`src/rtl/fetch_stage.sv`:
```
// Instruction-fetch stage with IF/ID register and a one-entry skid buffer.
// The skid buffer catches the single in-flight memory response when decode stalls.
module fetch_stage #(
    parameter logic [31:0] RESET_PC  = 32'h0,
    parameter int          CNT_WIDTH = 16
) (
    input  logic                 clk,
    input  logic                 reset,
    input  logic                 stall,
    input  logic                 jump,
    input  logic [31:0]          next,
    output logic [31:0]          imem_addr,
    output logic                 imem_req,
    input  logic [31:0]          imem_rdata,
    output logic [31:0]          id_instr,
    output logic [31:0]          id_pc,
    output logic                 id_valid,
    output logic [CNT_WIDTH-1:0] redirect_count,
    output logic [1:0]           dbg_state
);

    typedef enum logic [1:0] {
        ST_EMPTY  = 2'd0,
        ST_STREAM = 2'd1,
        ST_HELD   = 2'd2
    } fetch_state_e;

    logic [31:0]          pc_q, pc_d;
    logic                 f_valid_q, f_valid_d;
    logic [31:0]          f_pc_q, f_pc_d;
    logic                 skid_valid_q, skid_valid_d;
    logic [31:0]          skid_instr_q, skid_instr_d;
    logic [31:0]          skid_pc_q, skid_pc_d;
    logic [31:0]          id_instr_q, id_instr_d;
    logic [31:0]          id_pc_q, id_pc_d;
    logic                 id_valid_q, id_valid_d;
    logic [CNT_WIDTH-1:0] cnt_q, cnt_d;
    fetch_state_e         state;

    // Handshake: a request issued in cycle t returns on imem_rdata in t+1 with no
    // back-pressure; decode back-pressures us with stall, so the one response
    // already in flight when stall rises is parked in the skid buffer.
    assign imem_req       = !reset && !stall && !jump;
    assign imem_addr      = pc_q;
    assign id_instr       = id_instr_q;
    assign id_pc          = id_pc_q;
    assign id_valid       = id_valid_q;
    assign redirect_count = cnt_q;

    always_comb begin
        state = ST_EMPTY;
        if (skid_valid_q)   state = ST_HELD;
        else if (f_valid_q) state = ST_STREAM;
    end
    assign dbg_state = state;

    always_comb begin
        pc_d         = pc_q;
        f_valid_d    = f_valid_q;
        f_pc_d       = f_pc_q;
        skid_valid_d = skid_valid_q;
        skid_instr_d = skid_instr_q;
        skid_pc_d    = skid_pc_q;
        id_instr_d   = id_instr_q;
        id_pc_d      = id_pc_q;
        id_valid_d   = id_valid_q;
        cnt_d        = cnt_q;

        if (jump) begin
            pc_d         = next;
            f_valid_d    = 1'b0;
            skid_valid_d = 1'b0;
            id_valid_d   = 1'b0;
            if (cnt_q != '1) cnt_d = cnt_q + CNT_WIDTH'(1);
        end else if (stall) begin
            f_valid_d = 1'b0;
            if (f_valid_q) begin
                skid_valid_d = 1'b1;
                skid_instr_d = imem_rdata;
                skid_pc_d    = f_pc_q;
            end
        end else begin
            pc_d      = pc_q + 32'd1;
            f_valid_d = 1'b1;
            f_pc_d    = pc_q;
            if (skid_valid_q) begin
                id_instr_d   = skid_instr_q;
                id_pc_d      = skid_pc_q;
                id_valid_d   = 1'b1;
                skid_valid_d = 1'b0;
            end else begin
                id_instr_d = imem_rdata;
                id_pc_d    = f_pc_q;
                id_valid_d = f_valid_q;
            end
        end
    end

    always_ff @(posedge clk or posedge reset) begin
        if (reset) begin
            pc_q         <= RESET_PC;
            f_valid_q    <= 1'b0;
            f_pc_q       <= 32'h0;
            skid_valid_q <= 1'b0;
            skid_instr_q <= 32'h0;
            skid_pc_q    <= 32'h0;
            id_instr_q   <= 32'h0;
            id_pc_q      <= 32'h0;
            id_valid_q   <= 1'b0;
            cnt_q        <= '0;
        end else begin
            pc_q         <= pc_d;
            f_valid_q    <= f_valid_d;
            f_pc_q       <= f_pc_d;
            skid_valid_q <= skid_valid_d;
            skid_instr_q <= skid_instr_d;
            skid_pc_q    <= skid_pc_d;
            id_instr_q   <= id_instr_d;
            id_pc_q      <= id_pc_d;
            id_valid_q   <= id_valid_d;
            cnt_q        <= cnt_d;
        end
    end

endmodule

```
`config.mk`:
```
export PLATFORM = sky130hd
export DESIGN_NAME = fetch_stage
export DESIGN_NICKNAME = d
export VERILOG_FILES = /design/src/rtl/fetch_stage.sv
export SDC_FILE = /design/constraint.sdc
export NUM_CORES = 1
export LEC_CHECK = 0
export CAP_MARGIN = 20
export CORE_ASPECT_RATIO = 0.5
export CORE_MARGIN = 5
export CORE_UTILIZATION = 52
export DETAILED_ROUTE_END_ITERATION = 7
export GPL_ROUTABILITY_DRIVEN = 0
export PLACE_DENSITY = 0.8
export SYNTH_ARGS = -nofsm -noshare
export SYNTH_HDL_FRONTEND = slang
export SYNTH_SLANG_ARGS = --single-unit
export TNS_END_PERCENT = 1
```
`constraint.sdc`:
```
create_clock -name clk -period 10.4 [get_ports clk]
set_input_delay 3.12 -clock clk [delete_from_list [all_inputs] [get_ports clk]]
set_output_delay 3.12 -clock clk [all_outputs]
set_load 0.01 [all_outputs]
```
# Word-level counts from Yosys, hierarchy flattened
# Cells that the tools add are included.
[totals]
ramBits = 0
reg_bits = 211
memories = 0
elab_cells = 39
latch_bits = 0
rom_bits = 0
[op_classes]
muxes = 14
n_mul = 0
shift = 0
n_reduce_logical = 8
n_div = 0
addsub = 2
eq_ne = 3
n_bitwise = 2
order_cmp = 0
[ops]
columns = ["cell", "count"]
rows = [
  ["$mux 32", 4],
  ["$add 32x1->32 const B", 1],
  ["$add 16x1->16 const B", 1],
  ["$ne 16x16->1 const B", 1],
  ["$mux 1", 9],
  ["$reduce_and 2->1", 2],
  ["$logic_not 1->1", 3],
  ["$ne 3x1->1 const B", 1],
  ["$reduce_and 3->1", 1],
  ["$logic_and 1x1->1", 2],
  ["$mux 2", 1],
  ["$ne 2x1->1 const B", 1],
  ["$not 1->1", 2],
]

# Longest topological paths before layout
# Gate-level depths: netlist of run 1.
[logic_depth]
ltp_word = 3
mapped_depth = 6
mapped_depth_nobuf = 5

# Worst setup path before layout of run 1
# Ideal clock, no wire load.
[synth_path]
kind = "input to output"
from = "input jump"
to = "output imem_req"
n_path_buf = 3
required_ps = 7280
t_arrival_ps = 4054
path_slack_ps = 3226
stages = 4
cell_sequence = "clkbuf_1 > clkbuf_1 > buf_1 > nor3_1"
[synth_between]
elab_chain_len = 2
[synth_rtl]
columns = ["item", "line", "rtl"]
rows = [
  ["start: declaration", "10", "input logic jump,"],
  ["$logic_not 1->1", "43", "assign imem_req = !reset && !stall && !jump;"],
  ["$logic_and 1x1->1", "43", ""],
  ["end: declaration", "13", "output logic imem_req,"],
]
# No other way between the ends.

# Worst setup path in the final report of run 1
[layout_path]
from = "input stall"
to = "output imem_req"
[layout_between]
elab_chain_len = 3
[layout_rtl]
columns = ["item", "line", "rtl"]
rows = [
  ["start: declaration", "9", "input logic stall,"],
  ["$logic_not 1->1", "43", ""],
  ["$logic_and 1x1->1 (2 in series)", "43", ""],
]
# No other way between the ends.

==> impl_table.tex, run 1 <==
\begin{tabular}{lr}
\hline
Metric & Value \\
\hline
\multicolumn{2}{l}{\textbf{Floorplanning}} \\
\quad Width of the die & 199 µm \\
\quad Die ar. & 0.0207 mm² \\
\quad Placeable core region & 0.0174 mm² \\
\quad Total I/O pin count & 184 \\
\quad Row count & 34 \\
\quad Vertical die dimension & 104 µm \\
\quad Initial cell density of the core & 0.531 \\
\multicolumn{2}{l}{\textbf{Setup path}} \\
\quad CP max FO & 12 \\
\quad Most common cell on crit path & sky130\_fd\_sc\_hd\_\_clkdlybuf4s50\_1 \\
\quad CP max-delay cell & sky130\_fd\_sc\_hd\_\_clkdlybuf4s50\_1 \\
\quad Number of cells traversed by the worst register-to-register path & 5 \\
\quad Biggest cell delay along the critical path & 0.75 ns \\
\quad Crit end category & output port \\
\quad Data arrival at the endpoint of the critical path & 4.78 ns \\
\quad Capture point of the worst reg-to-reg path & imem\_addr[24] \\
\quad Worst-path cell chain & clkdlybuf4s50\_1, nor3\_1, clkdlybuf4s50\_1 \\
\quad Worst Setup SP & stall \\
\quad Slack of the worst reg-to-reg path & 8.08 ns \\
\quad CP Class & in -> out \\
\quad Worst Setup Start Kind & primary input \\
\quad Required time worst endpoint & 7.28 ns \\
\quad Launch point of the worst reg-to-reg path & imem\_addr[0] \\
\multicolumn{2}{l}{\textbf{Timing}} \\
\quad Count of final setup violators & 0 \\
\quad Count of final max-slew check failures & 0 \\
\quad Final hold violation count & 0 \\
\quad Highest Clock Rate & 0.127 GHz \\
\quad RSZ-0062 raised after global routing & no \\
\quad Sum Neg Setup Slack & 0 ns \\
\quad Actual slew at the worst max-slew pin & 1.01 ns \\
\quad Clock period minus worst slack & 7.90 ns \\
\quad Setup clock skew after layout & 0.00883 ns \\
\quad Worst slew margin relative to its limit & 0.326 \\
\quad Portion of the clock cycle consumed by the worst path in the final layout & 0.760 \\
\multicolumn{2}{l}{\textbf{Routing}} \\
\quad Number of nets still failing antenna checks after routing & 0 \\
\quad Post-route DRC violation count & 0 \\
\quad Number of detailed-route iterations in the first pass & 4 \\
\quad Final Routed Wirelength & 21,900 µm \\
\quad DR vias & 6,779 \\
\quad Initial detailed-routing violation count & 368 \\
\quad Wire length per cell after detailed routing & 18.1 µm \\
\quad Via density & 5.60 \\
\multicolumn{2}{l}{\textbf{Synth}} \\
\quad EDFF count, synth & 0 \\
\quad Yosys synthesis warning count & 0 \\
\quad Top cells by count, synth & sky130\_fd\_sc\_hd\_\_dfrtp\_1, sky130\_fd\_sc\_hd\_\_mux2\_2, sky130\_fd\_sc\_hd\_\_nor2\_1, sky130\_fd\_sc\_hd\_\_a21oi\_1, sky130\_fd\_sc\_hd\_\_mux2i\_1 \\
\quad Post-synth ARST share & 1.00 \\
\quad Total nets after synthesis & 867 \\
\quad Average cell area after synthesis & 11.6 µm² \\
\quad Sequential area share after synthesis & 0.571 \\
\quad Most frequently used flop master after synthesis & sky130\_fd\_sc\_hd\_\_dfrtp\_1 \\
\quad Post-synthesis register bit count & 211 \\
\quad Mapped Cells & 797 \\
\quad Top cell type by total area after synthesis & sky130\_fd\_sc\_hd\_\_dfrtp\_1 \\
\quad Post-synth design cell area & 0.00925 mm² \\
\quad Most repeated cell in the gate-level netlist after synthesis & sky130\_fd\_sc\_hd\_\_dfrtp\_1 \\
\quad Share of Yosys cell area claimed by the top area cell type & 0.571 \\
\quad Leading cell types by total area after synthesis & sky130\_fd\_sc\_hd\_\_dfrtp\_1, sky130\_fd\_sc\_hd\_\_mux2\_2, sky130\_fd\_sc\_hd\_\_mux2i\_1 \\
\quad Number of distinct library cell variants in the gate-level netlist after synthesis & 49 \\
\multicolumn{2}{l}{\textbf{Global route}} \\
\quad Largest net degree at the start of global routing & 148 \\
\quad First-pass GRT wire length & 35,200 µm \\
\quad Initial antenna violation count & 0 \\
\quad Aggregate global-route resource usage & 0.205 \\
\quad Vias in the first global route & 6,747 \\
\quad Final global-route overflow total & 0 \\
\multicolumn{2}{l}{\textbf{Job}} \\
\quad Maximum capacitance violations & 0 \\
\multicolumn{2}{l}{\textbf{CTS}} \\
\quad Clock Tree Buf Depth & 3 \\
\quad Clock Tree Root & sky130\_fd\_sc\_hd\_\_clkbuf\_16 \\
\quad Clock insertion delay at the later pin of the skew report & 0.48 ns \\
\quad Register clock-pin slew on the reported worst setup and hold paths & 0.06 ns \\
\quad Total clock sinks & 211 \\
\quad Cts-stage hold buffer count & 0 \\
\quad CTS tree & yes \\
\quad Post CTS Setup Buffer Count & 0 \\
\quad Cells resized by post-CTS repair & 0 \\
\quad H-tree depth & 1 \\
\quad Total CTS buffers & 20 \\
\multicolumn{2}{l}{\textbf{Cells and area}} \\
\quad Syn-to-layout area delta & 28.7\% \\
\quad Fraction of layout instances using a drive strength above 1 & 0.149 \\
\quad NumNets Final & 1,033 \\
\quad Final design utilization & 0.684 \\
\quad Antenna diodes & 0 \\
\quad Post-route design area & 0.0119 mm² \\
\multicolumn{2}{l}{\textbf{Power and ir drop}} \\
\quad Power density over the cells & 189 mW/mm² \\
\quad Worst vdd rail ir drop & 95.0 µV \\
\quad Total leakage power & 4.80 nW \\
\quad Total chip power & 2.25 mW \\
\multicolumn{2}{l}{\textbf{Min path}} \\
\quad WHS Path Cells & 1 \\
\quad Beginning of the worst hold path & skid\_instr\_q[3] \\
\quad Worst hold path type & reg -> reg \\
\quad Endpoint, Worst Hold & skid\_instr\_q[3] \\
\multicolumn{2}{l}{\textbf{Run status}} \\
\quad Status & complete, no violations \\
\multicolumn{2}{l}{\textbf{Placed design}} \\
\quad Post-DP HPWL & 14,500 µm \\
\quad Port-buffer cells & 183 \\
\quad Cell Area, Placed & 0.0113 mm² \\
\hline
\end{tabular}
==> layout make-up <==
cell class | count | area, µm²
multi-input combinational | 534 | 3780
sequential | 211 | 5280
clock inverter | 3 | 18.8
inverter | 8 | 37.5
clock buffer | 32 | 597
timing repair buffer | 188 | 1880
tap | 234 | 293
fill | 1305 | 5500
==> sequential cells by signal (all words and copies together) (netlist names), 16 cells and up <==
| signal | cells |
|---|---|
| id_pc | 32 |
| f_pc_q | 32 |
| redirect_count | 16 |
| skid_instr_q | 32 |
| id_instr | 32 |
| skid_pc_q | 32 |
| imem_addr | 32 |
==> kinds of logic after synthesis <==
group	share of synthesized area
and+or+nand+nor	0.118
DFF	0.571
muxes	0.189
AOI/OAI and AO/OA	0.0713
buffers and inverters	0.0217
xor gates and xnor gates	0.0265
adders and majority gates	0.00271
==> placed cells by master, fill, tap and decap left out, types with 9 or more instances in the layout <==
| cell | synthesis | routed |
|---|---|---|
| sky130_fd_sc_hd__dfrtp_1 | 211 | 210 |
| sky130_fd_sc_hd__clkdlybuf4s50_1 | 0 | 182 |
| sky130_fd_sc_hd__mux2_2 | 97 | 97 |
| sky130_fd_sc_hd__nor2_1 | 90 | 89 |
| sky130_fd_sc_hd__a21oi_1 | 66 | 66 |
| sky130_fd_sc_hd__mux2i_1 | 65 | 65 |
| sky130_fd_sc_hd__nand2_1 | 42 | 42 |
| sky130_fd_sc_hd__o21ai_0 | 25 | 25 |
| sky130_fd_sc_hd__clkbuf_16 | 0 | 21 |
| sky130_fd_sc_hd__nand4_1 | 19 | 19 |
| sky130_fd_sc_hd__nand3_1 | 19 | 18 |
| sky130_fd_sc_hd__xnor2_1 | 16 | 16 |
| sky130_fd_sc_hd__xor2_1 | 12 | 12 |
| sky130_fd_sc_hd__a31oi_1 | 10 | 10 |
| sky130_fd_sc_hd__nor3_1 | 9 | 9 |
==> worst max path at each step <==
stage | slack (ns) | depth (start not counted) | to
5_1_grt | 2.44 | 3 | imem_req
3_3_place_gp | 2.53 | 3 | imem_req
2_1_floorplan | 1.51 | 1 | f_pc_q[0]
4_1_cts | 2.55 | 3 | imem_req
6_report | 2.50 | 3 | imem_req
3_5_place_dp | 2.55 | 3 | imem_req
==> through the flow <==
stage,cells,setup WS [ns],hold slack (ns)
global route,1210,2.44,0.517
global placement,1174,2.53,0.486
floorplan,797,1.51,0.479
finish,1210,2.50,0.507
detailed placement,1174,2.55,0.494
CTS,1209,2.55,0.509
==> layer usage <==
| layer | GRT usage | vias up | share of wire |
|---|---|---|---|
| met5 | 0 | - | 0 |
| li1 | - | 3181 | - |
| met4 | 0.0522 | 0 | 0.022 |
| met1 | 0.288 | 3382 | 0.45 |
| met3 | 0.0388 | 37 | 0.057 |
| met2 | 0.332 | 179 | 0.47 |
==> where the power goes <==
| part | total [mW] | internal (mW) | leakage (nW) | switching [mW] |
|---|---|---|---|---|
| Combinational | 0.460 | 0.270 | 2.01 | 0.190 |
| Sequential | 1.10 | 0.981 | 2.49 | 0.120 |
| Clock | 0.693 | 0.394 | 0.302 | 0.299 |
==> critical path: cells and delay by family <==
kind / cells / cell delay (ns)
buffers and inverters: 2 / 1.33
and+or+nand+nor: 1 / 0.32
Note: power is estimated with default switching activity, not from simulation.
==> run 2: changes to the inputs <==
- CORE_UTILIZATION: 52 -> 47
- PLACE_DENSITY: 0.8 -> 0.77
- clock period: 10.4 -> 7.2 ns (I/O delays scaled with it)
==> run 2 against run 1 <==
Against the previous run:
- via count is 0.63% lower
- critical path depth grew 1
- clock power grew 42%
- critical path type unchanged
- cell count rose by 2.8%
- largest cell class unchanged
- wire length decreased by 0.36%
- design area rose by 0.28%
==> impl_table.tex, run 2 (synthesized netlist as in run 1, its figures left out) <==
\begin{tabular}{lr}
\hline
Metric & Value \\
\hline
\multicolumn{2}{l}{\textbf{Timing}} \\
\quad RSZ-0062 raised after global routing & no \\
\quad Setup clock skew after layout & 0.0216 ns \\
\quad Final hold violation count & 0 \\
\quad Portion of the clock cycle consumed by the worst path in the final layout & 0.790 \\
\quad Actual slew at the worst max-slew pin & 1.02 ns \\
\quad Worst slew margin relative to its limit & 0.322 \\
\quad Highest Clock Rate & 0.176 GHz \\
\quad Worst slack on hold paths & 0.505 ns \\
\quad Post-layout worst setup margin & 1.51 ns \\
\quad Sum Neg Setup Slack & 0 ns \\
\quad Count of final max-slew check failures & 0 \\
\quad Count of final setup violators & 0 \\
\quad Clock period minus worst slack & 5.69 ns \\
\multicolumn{2}{l}{\textbf{Routing}} \\
\quad Wire length per cell after detailed routing & 17.5 µm \\
\quad DR vias & 6,736 \\
\quad Met2 layer wire length in the routed design & 10,700 µm \\
\quad Via density & 5.41 \\
\quad Number of nets still failing antenna checks after routing & 0 \\
\quad Post-route DRC violation count & 0 \\
\quad DRT met1 WL & 9710 µm \\
\quad Uppermost layer routed & met4 \\
\quad Number of detailed-route iterations in the first pass & 4 \\
\quad Initial detailed-routing violation count & 397 \\
\quad Final Routed Wirelength & 21,800 µm \\
\quad Met3 wire len & 981 µm \\
\multicolumn{2}{l}{\textbf{Setup path}} \\
\quad Biggest cell delay along the critical path & 0.57 ns \\
\quad Worst-path cell chain & clkdlybuf4s50\_1, buf\_4, nor3\_1, clkdlybuf4s50\_1 \\
\quad Most common cell on crit path & sky130\_fd\_sc\_hd\_\_clkdlybuf4s50\_1 \\
\quad Launch point of the worst reg-to-reg path & imem\_addr[0] \\
\quad Worst Setup SP & stall \\
\quad Crit end category & output port \\
\quad CP Class & in -> out \\
\quad Slack of the worst reg-to-reg path & 4.88 ns \\
\quad CP max FO & 12 \\
\quad Worst Setup Start Kind & primary input \\
\quad CP max-delay cell & sky130\_fd\_sc\_hd\_\_clkdlybuf4s50\_1 \\
\quad Data arrival at the endpoint of the critical path & 3.53 ns \\
\quad Required time worst endpoint & 5.04 ns \\
\multicolumn{2}{l}{\textbf{Global route}} \\
\quad Vias in the first global route & 6,855 \\
\quad First-pass GRT wire length & 35,500 µm \\
\quad Final global-route overflow total & 0 \\
\quad Largest net degree at the start of global routing & 103 \\
\quad Initial antenna violation count & 0 \\
\quad Aggregate global-route resource usage & 0.189 \\
\multicolumn{2}{l}{\textbf{Cells and area}} \\
\quad Count of non-filler cells in the finished layout & 1,244 \\
\quad Highest-count cells in the layout ignoring fill and taps & sky130\_fd\_sc\_hd\_\_dfrtp\_1, sky130\_fd\_sc\_hd\_\_clkdlybuf4s50\_1, sky130\_fd\_sc\_hd\_\_mux2\_2, sky130\_fd\_sc\_hd\_\_nor2\_1, sky130\_fd\_sc\_hd\_\_a21oi\_1 \\
\quad NumNets Final & 1,035 \\
\quad \# fillers & 1,593 \\
\quad Most common library cell in the layout ignoring fill and taps & sky130\_fd\_sc\_hd\_\_dfrtp\_1 \\
\quad Antenna diodes & 0 \\
\quad Fraction of layout instances using a drive strength above 1 & 0.152 \\
\quad Syn-to-layout area delta & 29.1\% \\
\multicolumn{2}{l}{\textbf{Placed design}} \\
\quad Post-DP HPWL & 14,900 µm \\
\quad Worst-case setup slack after placement & 1.51 ns \\
\quad Cell Count Post-Placement & 1,209 \\
\quad Port-buffer cells & 183 \\
\multicolumn{2}{l}{\textbf{CTS}} \\
\quad Cts-stage hold buffer count & 0 \\
\quad Clock insertion delay at the later pin of the skew report & 0.49 ns \\
\quad Post CTS Setup Buffer Count & 0 \\
\quad Clock Tree Buf Depth & 3 \\
\quad Total CTS buffers & 20 \\
\quad Cells resized by post-CTS repair & 0 \\
\quad Register clock-pin slew on the reported worst setup and hold paths & 0.06 ns \\
\quad Clock Tree Root & sky130\_fd\_sc\_hd\_\_clkbuf\_16 \\
\quad CTS tree & yes \\
\quad H-tree depth & 1 \\
\quad Total clock sinks & 211 \\
\multicolumn{2}{l}{\textbf{Floorplanning}} \\
\quad Width of the die & 208 µm \\
\quad Total I/O pin count & 184 \\
\quad Initial cell density of the core & 0.476 \\
\quad Placeable core region & 0.0194 mm² \\
\quad Die ar. & 0.0227 mm² \\
\quad Vertical die dimension & 109 µm \\
\quad Row count & 36 \\
\multicolumn{2}{l}{\textbf{Power and ir drop}} \\
\quad Worst vdd rail ir drop & 153 µV \\
\quad Total leakage power & 4.80 nW \\
\quad Total chip power & 3.24 mW \\
\quad Power density over the cells & 271 mW/mm² \\
\multicolumn{2}{l}{\textbf{Min path}} \\
\quad Beginning of the worst hold path & skid\_pc\_q[9] \\
\quad Worst hold path type & reg -> reg \\
\multicolumn{2}{l}{\textbf{Job}} \\
\quad Maximum capacitance violations & 0 \\
\multicolumn{2}{l}{\textbf{Run status}} \\
\quad Status & complete, no violations \\
\hline
\end{tabular}
[run 2: report_power, final]
group          internal [mW]  switching, mW  total (mW)  leakage [nW]
clock network          0.555          0.427       0.982         0.304
logic                  0.390          0.274       0.664          2.01
registers               1.42          0.175        1.59          2.49
total                   2.36          0.875        3.24          4.80
[run 2: final timing paths]
check                                endpoint  cells past startpoint
worst max-delay path                 imem_req                      4
worst min-delay path             skid_pc_q[9]                      1
worst max register to register  imem_addr[24]                      5
worst min register to register   skid_pc_q[9]                      1
max in group asynchronous        id_instr[10]                      3
min in group asynchronous       skid_pc_q[15]                      2
[run 2: critical path, delay by kind of cell]
family,cells,cell delay [ns]
buf+inv,3,1.17
simple gates,1,0.19
[run 2: per-stage QoR]
stage / util / area (µm²)
after floorplan: - / 9250
after global placement: 0.583 / 11300
after detailed placement: 0.583 / 11300
after CTS: 0.615 / 11900
after global routing: 0.615 / 11900
final: 0.615 / 11900
[run 2: metal layers]
metal | vias up | GRT usage
li1 | 3181 | -
met1 | 3352 | 0.258
met2 | 172 | 0.326
met3 | 31 | 0.0290
met4 | 0 | 0.0454
met5 | - | 0
[run 2: area by class of cell]
type	count	area, µm²	share of cell area
sequential	211	5280	0.443
timing repair buffer	190	1890	0.159
tap	266	333	0.0279
clock inverter	6	30.0	0.00252
clock buffer	29	576	0.0482
multi-input combinational	534	3780	0.317
inverter	8	33.8	0.00283
